File: config.mk
export PLATFORM = sky130hd
export DESIGN_NAME = pipe_stage_chain
export DESIGN_NICKNAME = d
export VERILOG_FILES = /design/src/rtl/pipe_stage_chain.sv
export SDC_FILE = /design/constraint.sdc
export NUM_CORES = 1
export LEC_CHECK = 0
export CORE_ASPECT_RATIO = 0.8
export CORE_MARGIN = 1.5
export CORE_UTILIZATION = 45
export DETAILED_ROUTE_END_ITERATION = 10
export PLACE_DENSITY = 0.79
export SYNTH_ARGS = -nofsm -noshare
export SYNTH_HDL_FRONTEND = slang
export SYNTH_SLANG_ARGS = --single-unit
File: constraint.sdc
create_clock -name clk -period 2.83 [get_ports clk]
set_input_delay 0.566 -clock clk [delete_from_list [all_inputs] [get_ports clk]]
set_output_delay 0.566 -clock clk [all_outputs]
set_load 0.005 [all_outputs]
File: src/rtl/pipe_stage_chain.sv
// pipe_stage_chain: DEPTH-deep, WIDTH-wide register chain between processor
// pipeline stages. Each stage carries a valid bit. A leading group of stages
// can be held, with a bubble inserted behind the held group. Any stage can be
// flushed, and a synchronous clear empties the whole chain. Every stage is
// visible on the outputs so hazard and forwarding logic can see it.
module pipe_stage_chain #(
  parameter int WIDTH    = 32,
  parameter int DEPTH    = 4,
  parameter int NEG_EDGE = 0,
  parameter int CW       = $clog2(DEPTH + 1)
) (
  input  logic                   clk,
  input  logic                   clr,
  input  logic                   en,
  input  logic                   in_valid,
  input  logic [WIDTH-1:0]       in_data,
  input  logic [CW-1:0]          hold_upto,
  input  logic [DEPTH-1:0]       flush,
  output logic                   in_ready,
  output logic                   out_valid,
  output logic [WIDTH-1:0]       out_data,
  output logic [DEPTH-1:0]       stage_valid,
  output logic [DEPTH*WIDTH-1:0] stage_data,
  output logic [CW-1:0]          occupancy
);

  logic [DEPTH-1:0] vld_q;
  logic [DEPTH-1:0] vld_d;
  logic [WIDTH-1:0] dat_q [DEPTH];
  logic [WIDTH-1:0] dat_d [DEPTH];
  logic [CW-1:0]    h;

  // Clamp the hold count: any value past the last stage means "hold everything".
  always_comb begin
    h = (hold_upto > CW'(DEPTH)) ? CW'(DEPTH) : hold_upto;
  end

  // Next-state contents of every stage for a normal (enabled, not cleared) edge.
  always_comb begin
    // Stage 0 either holds (optionally flushed) or takes the input entry.
    vld_d[0] = 1'b0;
    dat_d[0] = '0;
    if (h != '0) begin
      if (!flush[0]) begin
        vld_d[0] = vld_q[0];
        dat_d[0] = dat_q[0];
      end
    end else begin
      vld_d[0] = in_valid;
      dat_d[0] = in_data;
    end
    // Later stages hold, become the bubble right behind the held group,
    // or shift in the previous stage's entry (killed if that one is flushed).
    for (int i = 1; i < DEPTH; i++) begin
      vld_d[i] = 1'b0;
      dat_d[i] = '0;
      if (CW'(i) < h) begin
        if (!flush[i]) begin
          vld_d[i] = vld_q[i];
          dat_d[i] = dat_q[i];
        end
      end else if (CW'(i) > h) begin
        if (!flush[i-1]) begin
          vld_d[i] = vld_q[i-1];
          dat_d[i] = dat_q[i-1];
        end
      end
    end
  end

  // Stage registers on the selected capture edge: clear beats freeze beats update.
  generate
    if (NEG_EDGE != 0) begin : g_neg
      always_ff @(negedge clk) begin
        if (clr) begin
          vld_q <= '0;
          for (int i = 0; i < DEPTH; i++) dat_q[i] <= '0;
        end else if (en) begin
          vld_q <= vld_d;
          for (int i = 0; i < DEPTH; i++) dat_q[i] <= dat_d[i];
        end
      end
    end else begin : g_pos
      always_ff @(posedge clk) begin
        if (clr) begin
          vld_q <= '0;
          for (int i = 0; i < DEPTH; i++) dat_q[i] <= '0;
        end else if (en) begin
          vld_q <= vld_d;
          for (int i = 0; i < DEPTH; i++) dat_q[i] <= dat_d[i];
        end
      end
    end
  endgenerate

  // Expose every stage and count the live entries straight from the registers.
  always_comb begin
    occupancy = '0;
    for (int i = 0; i < DEPTH; i++) begin
      stage_data[i*WIDTH +: WIDTH] = dat_q[i];
      occupancy = occupancy + CW'(vld_q[i]);
    end
  end

  assign stage_valid = vld_q;
  assign out_valid   = vld_q[DEPTH-1];
  assign out_data    = dat_q[DEPTH-1];
  assign in_ready    = en && (hold_upto == '0);

endmodule

### Word-level counts from Yosys, hierarchy flattened

Memories as Yosys holds them, arrays and structs flattened.
Cells that the tools add are included.

* memories: 1
* RAM bits: 128
* flip-flop bits (word level): 4
* output and inout port bits: 169
* input port bits: 43
* logic and storage cells: 54

Memories
* dat_q: words 4, width 32, read ports 4, clocked after memory_dff 0, wr ports 4, RTL line 29 `logic [WIDTH-1:0] dat_q [DEPTH];`

* equality and inequality tests: 1
* reduce and logical (&&, ||, !) cells: 4
* bitwise operators: 4
* magnitude comparators: 7
* muxes and demuxes: 32
* add/sub/neg operators: 3

Operators by type and width (count)
* 32-bit 2-to-1 mux: 15
* 1-bit 2-to-1 mux: 16
* 2-bit by 3-bit > comparator with 1-bit output (first input constant): 2
* 2-bit by 3-bit less-than comparator with 1-bit output (first input constant): 2
* 1-bit OR: 4
* 2-bit by 1-bit adder with 3-bit output: 1
* 3-bit by 1-bit adder with 3-bit output: 1
* 1-bit by 3-bit > comparator with 1-bit output (first input constant): 1
* 3-bit > comparator (second input constant): 1
* 3-bit zero test: 1
* 1-bit by 3-bit less-than comparator with 1-bit output (first input constant): 1
* 3-bit 2-to-1 mux: 1
* 3-bit nonzero test: 1
* 1-bit by 1-bit adder with 2-bit output: 1
* 2-bit inequality test (second input constant): 1
* 2-bit AND reduction: 1
* 1-bit logical AND: 1

### Depth between registers and ports, before layout

Gate-level depths: netlist (run 1).

* depth after elaboration: 6
* depth in mapped cells: 6

### Worst setup path after synthesis (run 1)

Ideal clock, no wire load.

* kind: input -> register
* start: in clr
* end: mem dat_q[0][0], enable pin
* arrival: 1.770 ns
* setup slack: 0.646 ns
* required time: 2.416 ns
* setup time: 0.414 ns
* stages: 1
* cell sequence: or2_2

RTL lines
* start: declaration: RTL line 13 `input logic clr,`
* end: declaration: RTL line 29

### Worst setup path in the final report (run 1)

* start: reg vld_q[3], in the netlist stage_valid[3]
* end: out occupancy[0]

* word-level cells in the longest chain between the ends: 1

Ends and longest elaborated chain
* start: declaration: RTL line 27 `logic [DEPTH-1:0] vld_q;`
* start signal: assignment: RTL line 89 `vld_q <= vld_d;`
* 3-bit by 1-bit adder with 3-bit output: RTL line 101 `occupancy = occupancy + CW'(vld_q[i]);`
* end: declaration: RTL line 24 `output logic [CW-1:0] occupancy`

Every way passes these cells.

==> results by group, run 1 <==
Worst setup path
  • CP dominant cell by count: inv_1
  • Top delay family on crit path: adder cells
  • Arr. time, crit path: 2.19 ns
  • Worst Setup Path Type: reg -> out
  • CP Data Required Time: roughly 2.3 ns
  • Crit-path max FO: 3
  • Buf/Inv on CP: 3
  • Worst Setup End Kind: output port
  • Max incr delay on CP: roughly 0.53 ns
  • CP max stage cell: fa_1
  • Critical Path Start Type: flip-flop
  • CP Cell Sequence: inv_1 -> fa_1 -> inv_1 -> ha_1 -> clkdlybuf4s50_1

Cells and area
  • Layout Utilization: 63.5%
  • # fillers: 1090
  • Ratio of cells with drive above 1 in the final layout: 9.59%
  • Antenna Cells: 0
  • Commonest non-fill, non-tap cell in the layout: clkdlybuf4s50_1
  • Area grow syn2layout: 37.9%
  • Final instance area: 9050 µm²
  • Most frequent cells in the layout: clkdlybuf4s50_1, edfxtp_1, nor2_1, nor2b_1, nand2_1
  • Number of nets in the layout: 775

Routing
  • Routed Antenna Nets: 0
  • Detailed Route WL: between 15000 and 20000 µm
  • Detailed-route DRC error count: 0
  • Via count: 5062
  • Post-DR vias/cell: 5.48
  • 1st-iter DRT viols: 449
  • Drt first pass iters: 7
  • WL/cell: roughly 19 µm

Yosys
  • Yosys warnings: 0
  • Post-synthesis cell count: 568
  • Area leader, netlist: edfxtp_1
  • Top-area cell type share of the netlist area: 58.5%
  • Distinct cells, synth: 31
  • Syn_area_per_cell: 11.6 µm²
  • Register bit total from synthesis: 132
  • Top post-synthesis cells by area: edfxtp_1, nor2b_1, nor3b_2
  • Syn_nets: 614
  • Cell Area, Synth: 6570 µm²
  • Register area share after synthesis: 59.8%

STA
  • Final period utilization: 97.3%
  • Fmax: 363 MHz
  • Worst Skew: 0.00631 ns
  • Setup TNS Final: 0 ns
  • Slew Viols, Final: 0
  • RSZ-0062 raised after global routing: no
  • Setup ws final: approximately 0.077 ns
  • Slew HR: 34.1%
  • Crit path time final: 2.75 ns
  • Worst slew pin tran: 0.987 ns
  • Worst hold slack: 0.516 ns
  • Final setup violation count: 0
  • Fin. Hold Viols: 0

Place
  • I/O Buffers: about 210
  • Cell Area, Placed: between 8000 and 9000 µm²
  • Routability cong.: just under 0.9
  • Placement Setup Slack: around 0.16 ns
  • DP HPWL: roughly 12000 µm

Pwr
  • Sequential share of power: roughly 49%
  • Leakage dissipation: 3.07 nW
  • Cell Int Power: 3.66 mW
  • Comb power frac: 13.0%
  • Peak supply drop: approximately 400 µV
  • Net Switching: 1.09 mW
  • Switching Share: 23.0%
  • Clk pwr share: approximately two fifths
  • Pwr dens: 525 nW/µm²

Outcome
  • Outcome: finished clean

Global route
  • Antenna violations before repair: 0
  • Number of global-route vias before repair: about 4700
  • Pin count of the biggest net entering global routing: 99
  • First-pass GRT wire length: 26800 µm
  • Gr ovfl total: 0
  • Gr usage total: 22.7%

Floorplan
  • Initial Util: 46.1%
  • I/O pin cnt: 212
  • Die area: 15300 µm²
  • Die Span X: 138 µm
  • Site Rows: 39
  • Chip height: 111 µm
  • Core area: around 14000 µm²

Clocking
  • CTS tree: built
  • Clock sink total: between 100 and 150
  • Root Driver: clkbuf_16
  • Hold-fix buffers, CTS: 0
  • Clock Latency Late Sink: 0.41 ns
  • Clock buffer count from CTS: 17
  • H-tree Lvls: 4
  • Setup bufs post-CTS: 0
  • Reg clk slew, reported paths: 0.05 ns
  • Clk buf depth: 2

Min path
  • Worst hold path type: reg -> reg

Job
  • Max-Cap Viols: 0
==> layout make-up <==
class	instances	area, µm²	area share [%]
sequential	132	3930	43.4
multi-input combinational	348	2160	23.9
clock inverter	12	48.8	0.539
timing repair buffer	224	2230	24.6
tap	184	230	2.54
inverter	6	22.5	0.249
clock buffer	18	429	4.74
==> metal layers <==
metal	part of all wire [%]	track usage, %	vias to the layer above
met5	0	0	-
met3	8.2	7.17	35
li1	-	-	2345
met2	44	32.4	291
met1	45	32.6	2391
met4	2.5	8.21	0
==> cell usage after synthesis <==
master	count
nand2_1	64
nor2_1	66
o41ai_1	1
fa_1	1
buf_1	1
ha_1	2
o21ai_0	1
o22ai_1	1
buf_4	33
a22oi_1	32
or2_2	2
and2_1	1
nand3_1	2
buf_2	9
dfxtp_1	4
a21oi_1	33
or3_1	2
inv_1	6
clkbuf_1	35
nor3_1	1
nor3b_1	5
nor4_1	1
buf_6	4
nor2b_1	64
nand2b_1	3
a32oi_1	32
a21o_1	3
edfxtp_1	128
a31oi_1	1
or2_1	1
nor3b_2	29
==> worst paths after layout <==
path             startpoint              to  slack, ns  depth (start not counted)
max          stage_valid[3]    occupancy[0]       0.08                          5
min          stage_valid[0]  stage_valid[0]       0.52                          2
max reg2reg    dat_q[1][14]    dat_q[1][14]       1.66                          3
min reg2reg  stage_valid[0]  stage_valid[0]       0.52                          2
==> power groups by stage <==
stage / Combinational [mW] / Sequential, mW / Clock, mW
2_1_floorplan: 0.253 / 2.35 / 0
3_3_place_gp: 0.604 / 2.35 / 0
3_5_place_dp: 0.615 / 2.36 / 0
4_1_cts: 0.618 / 2.32 / 1.84
5_1_grt: 0.656 / 2.33 / 1.92
6_report: 0.617 / 2.32 / 1.81
==> tightest hold or removal path, stage by stage, from the launching register on <==
cell      delay (ns)
dfxtp_2         0.33
nand2b_1        0.07
a31oi_1         0.07
==> kinds of logic after synthesis <==
group	count (synthesis)	share of synthesized area, %
simple gates	241	20.8
fa+ha+maj	3	0.686
flops	132	59.8
compound gates	104	11.2
buf+inv	88	7.55
==> through the flow <==
stage                     total power, mW  cells
after global routing                 4.90    924
after CTS                            4.78    924
after floorplan                      2.60    568
final                                4.75    924
after detailed placement             2.97    894
after global placement               2.95    894
==> sequential cells by signal, summed over array words and instances, names as in the netlist <==
signal       cells
dat_q          128
stage_valid      4
==> timing repair <==
action	CTS	global route
pin swaps	0	0
endpoints found under the setup margin	1	1
endpoints found under the hold margin	0	0
gates resized for setup	3	1
Note: power is estimated with default switching activity, not from simulation.
==> run 2: changes to the inputs <==
CORE_MARGIN = 8   (was 1.5)
==> results by group, run 2 (same netlist as run 1, synthesis figures left out) <==
Outcome
  • Outcome: finished clean

STA
  • Worst hold slack: 0.508 ns (-0.00733 ns)
  • Slew Viols, Final: 0 (unchanged)
  • Fmax: 367 MHz (+1.1%)
  • Setup ws final: 0.108 ns (+0.0307 ns)
  • Worst slew pin tran: 1.01 ns (+0.0260 ns)
  • Crit path time final: 2.72 ns (-0.0307 ns)
  • RSZ-0062 raised after global routing: no
  • Final setup violation count: 0 (unchanged)
  • Final period utilization: 96.2% (-1.1 points)
  • Setup TNS Final: 0 ns (unchanged)
  • Slew HR: 32.4% (-1.7 points)
  • Fin. Hold Viols: 0 (unchanged)
  • Worst Skew: 0.00559 ns (-0.000713 ns)

Place
  • I/O Buffers: 211 (unchanged)
  • Routability cong.: 0.850 (-3.7%)
  • Cell Area, Placed: 8590 µm² (+0.23%)
  • DP HPWL: 13600 µm (+12%)
  • Placement Setup Slack: 0.202 ns (+0.0395 ns)
  • Cells after DPL: 895 (+0.11%)

Pwr
  • Pwr dens: 558 nW/µm² (+6.3%)
  • Leakage dissipation: 3.11 nW (+1.5%)
  • Clk pwr share: 42.4% (+4.2 points)
  • Net Switching: 1.23 mW (+12%)
  • Cell Int Power: 3.89 mW (+6.3%)
  • Comb power frac: 12.3% (-0.7 points)
  • Peak supply drop: 410 µV (-0.51%)
  • Total power: 5.12 mW (+7.7%)
  • Switching Share: 24.0% (+1.0 points)
  • Sequential share of power: 45.3% (-3.5 points)

Floorplan
  • Initial Util: 46.1% (unchanged)
  • Die area: 18700 µm² (+22%)
  • Die Span X: 151 µm (+9.4%)
  • Core area: 14200 µm² (unchanged)
  • Site Rows: 39 (unchanged)
  • I/O pin cnt: 212 (unchanged)
  • Chip height: 124 µm (+12%)

Routing
  • WL/cell: 20.6 µm (+9.6%)
  • Via count: 5081 (+0.38%)
  • Routed Antenna Nets: 0 (unchanged)
  • 1st-iter DRT viols: 451 (+0.45%)
  • Detailed-route DRC error count: 0 (unchanged)
  • Drt first pass iters: 5 (-2)
  • Post-DR vias/cell: 5.48 (about the same)
  • Detailed Route WL: 19100 µm (+9.9%)

Worst setup path
  • Critical Path Start Type: flip-flop
  • CP Data Required Time: 2.26 ns (about the same)
  • Arr. time, crit path: 2.16 ns (-0.03 ns)
  • Worst Setup Path Type: reg -> out
  • Worst Setup End Kind: output port
  • Crit-path max FO: 3 (unchanged)

Global route
  • Antenna violations before repair: 0 (unchanged)
  • Pin count of the biggest net entering global routing: 99 (unchanged)
  • Number of global-route vias before repair: 4876 (+4.6%)
  • First-pass GRT wire length: 28500 µm (+6.1%)
  • Gr usage total: 20.1% (-2.6 points)
  • Gr ovfl total: 0 (unchanged)

Clocking
  • CTS tree: built
  • Clock buffer count from CTS: 17 (unchanged)
  • Clock Latency Late Sink: 0.42 ns (about the same)
  • Root Driver: clkbuf_16
  • Hold-fix buffers, CTS: 0 (unchanged)
  • Clk buf depth: 2 (unchanged)
  • Setup bufs post-CTS: 0 (unchanged)
  • Reg clk slew, reported paths: 0.06 ns (about the same)
  • H-tree Lvls: 4 (unchanged)
  • Clock sink total: 132 (unchanged)

Cells and area
  • Commonest non-fill, non-tap cell in the layout: clkdlybuf4s50_1
  • Footprint of the multi-input gates: 2160 µm² (unchanged)
  • # fillers: 1081 (-0.83%)
  • Reg with most FFs: dat_q
  • Area grow syn2layout: 39.7%
  • Ratio of cells with drive above 1 in the final layout: 11.0% (+1.4 points)
  • Fin cells: 927 (+0.32%)
  • Number of nets in the layout: 776 (+0.13%)
  • Most frequent cells in the layout: clkdlybuf4s50_1, edfxtp_1, nor2_1, nor2b_1, nand2_1
  • Layout Utilization: 64.4% (+0.86 points)
  • Final instance area: 9170 µm² (+1.4%)
  • Max reg flops: 128 (unchanged)
  • Antenna Cells: 0 (unchanged)
  • Seq. cell area: 3930 µm² (unchanged)

Job
  • Max-Cap Viols: 0 (unchanged)

Min path
  • Worst hold path type: reg -> reg
run 2: cell count changes in the layout (fill, tap and decap cells not counted), sizes merged:
cell      delta
clkinv       -7
clkbuf       -1
buf          +1
bufinv       +2
inv          +4
clkinvlp     +4
run 2: path summary, 6_finish.rpt:
kind / from / to / slack [ns] / cells past startpoint
hold reg to reg: stage_valid[0] / stage_valid[0] / 0.51 / 2
setup reg to reg: dat_q[0][6] / dat_q[1][6] / 1.68 / 3
hold / removal: stage_valid[0] / stage_valid[0] / 0.51 / 2
setup / recovery: stage_valid[3] / occupancy[0] / 0.11 / 5
run 2: cell type report:
class | count | share of cell area (%)
multi-input combinational | 348 | 23.6
inverter | 6 | 0.245
tap | 184 | 2.51
sequential | 132 | 42.8
clock inverter | 15 | 1.69
clock buffer | 17 | 4.64
timing repair buffer | 225 | 24.5
run 2: power groups by stage:
stage	Combinational, mW	Clock [mW]	Sequential [mW]
final	0.631	2.17	2.32
after global routing	0.671	2.27	2.33
after CTS	0.635	2.20	2.32
after detailed placement	0.632	0	2.36
after global placement	0.622	0	2.35
after floorplan	0.253	0	2.35
run 2: routing by layer:
metal  global-route usage, %  vias up  wire length, µm
li1                        -     2350                -
met1                    26.4     2450             7850
met2                    30.9      256             8990
met3                    6.46       25             2020
met4                    6.97        0              291
met5                       0        -                0
run 2: critical path, cell delays in order, from the launching register on:
cell and delay (ns):
dfxtp_2 0.34, inv_1 0.07, fa_1 0.53, inv_1 0.04, ha_1 0.26, clkdlybuf4s50_1 0.50
run 2: repair_timing:
action,CTS,global route
endpoints found under the hold margin,0,0
gates cloned,0,0
resized for setup,2,2
setup endpoints to repair,1,1
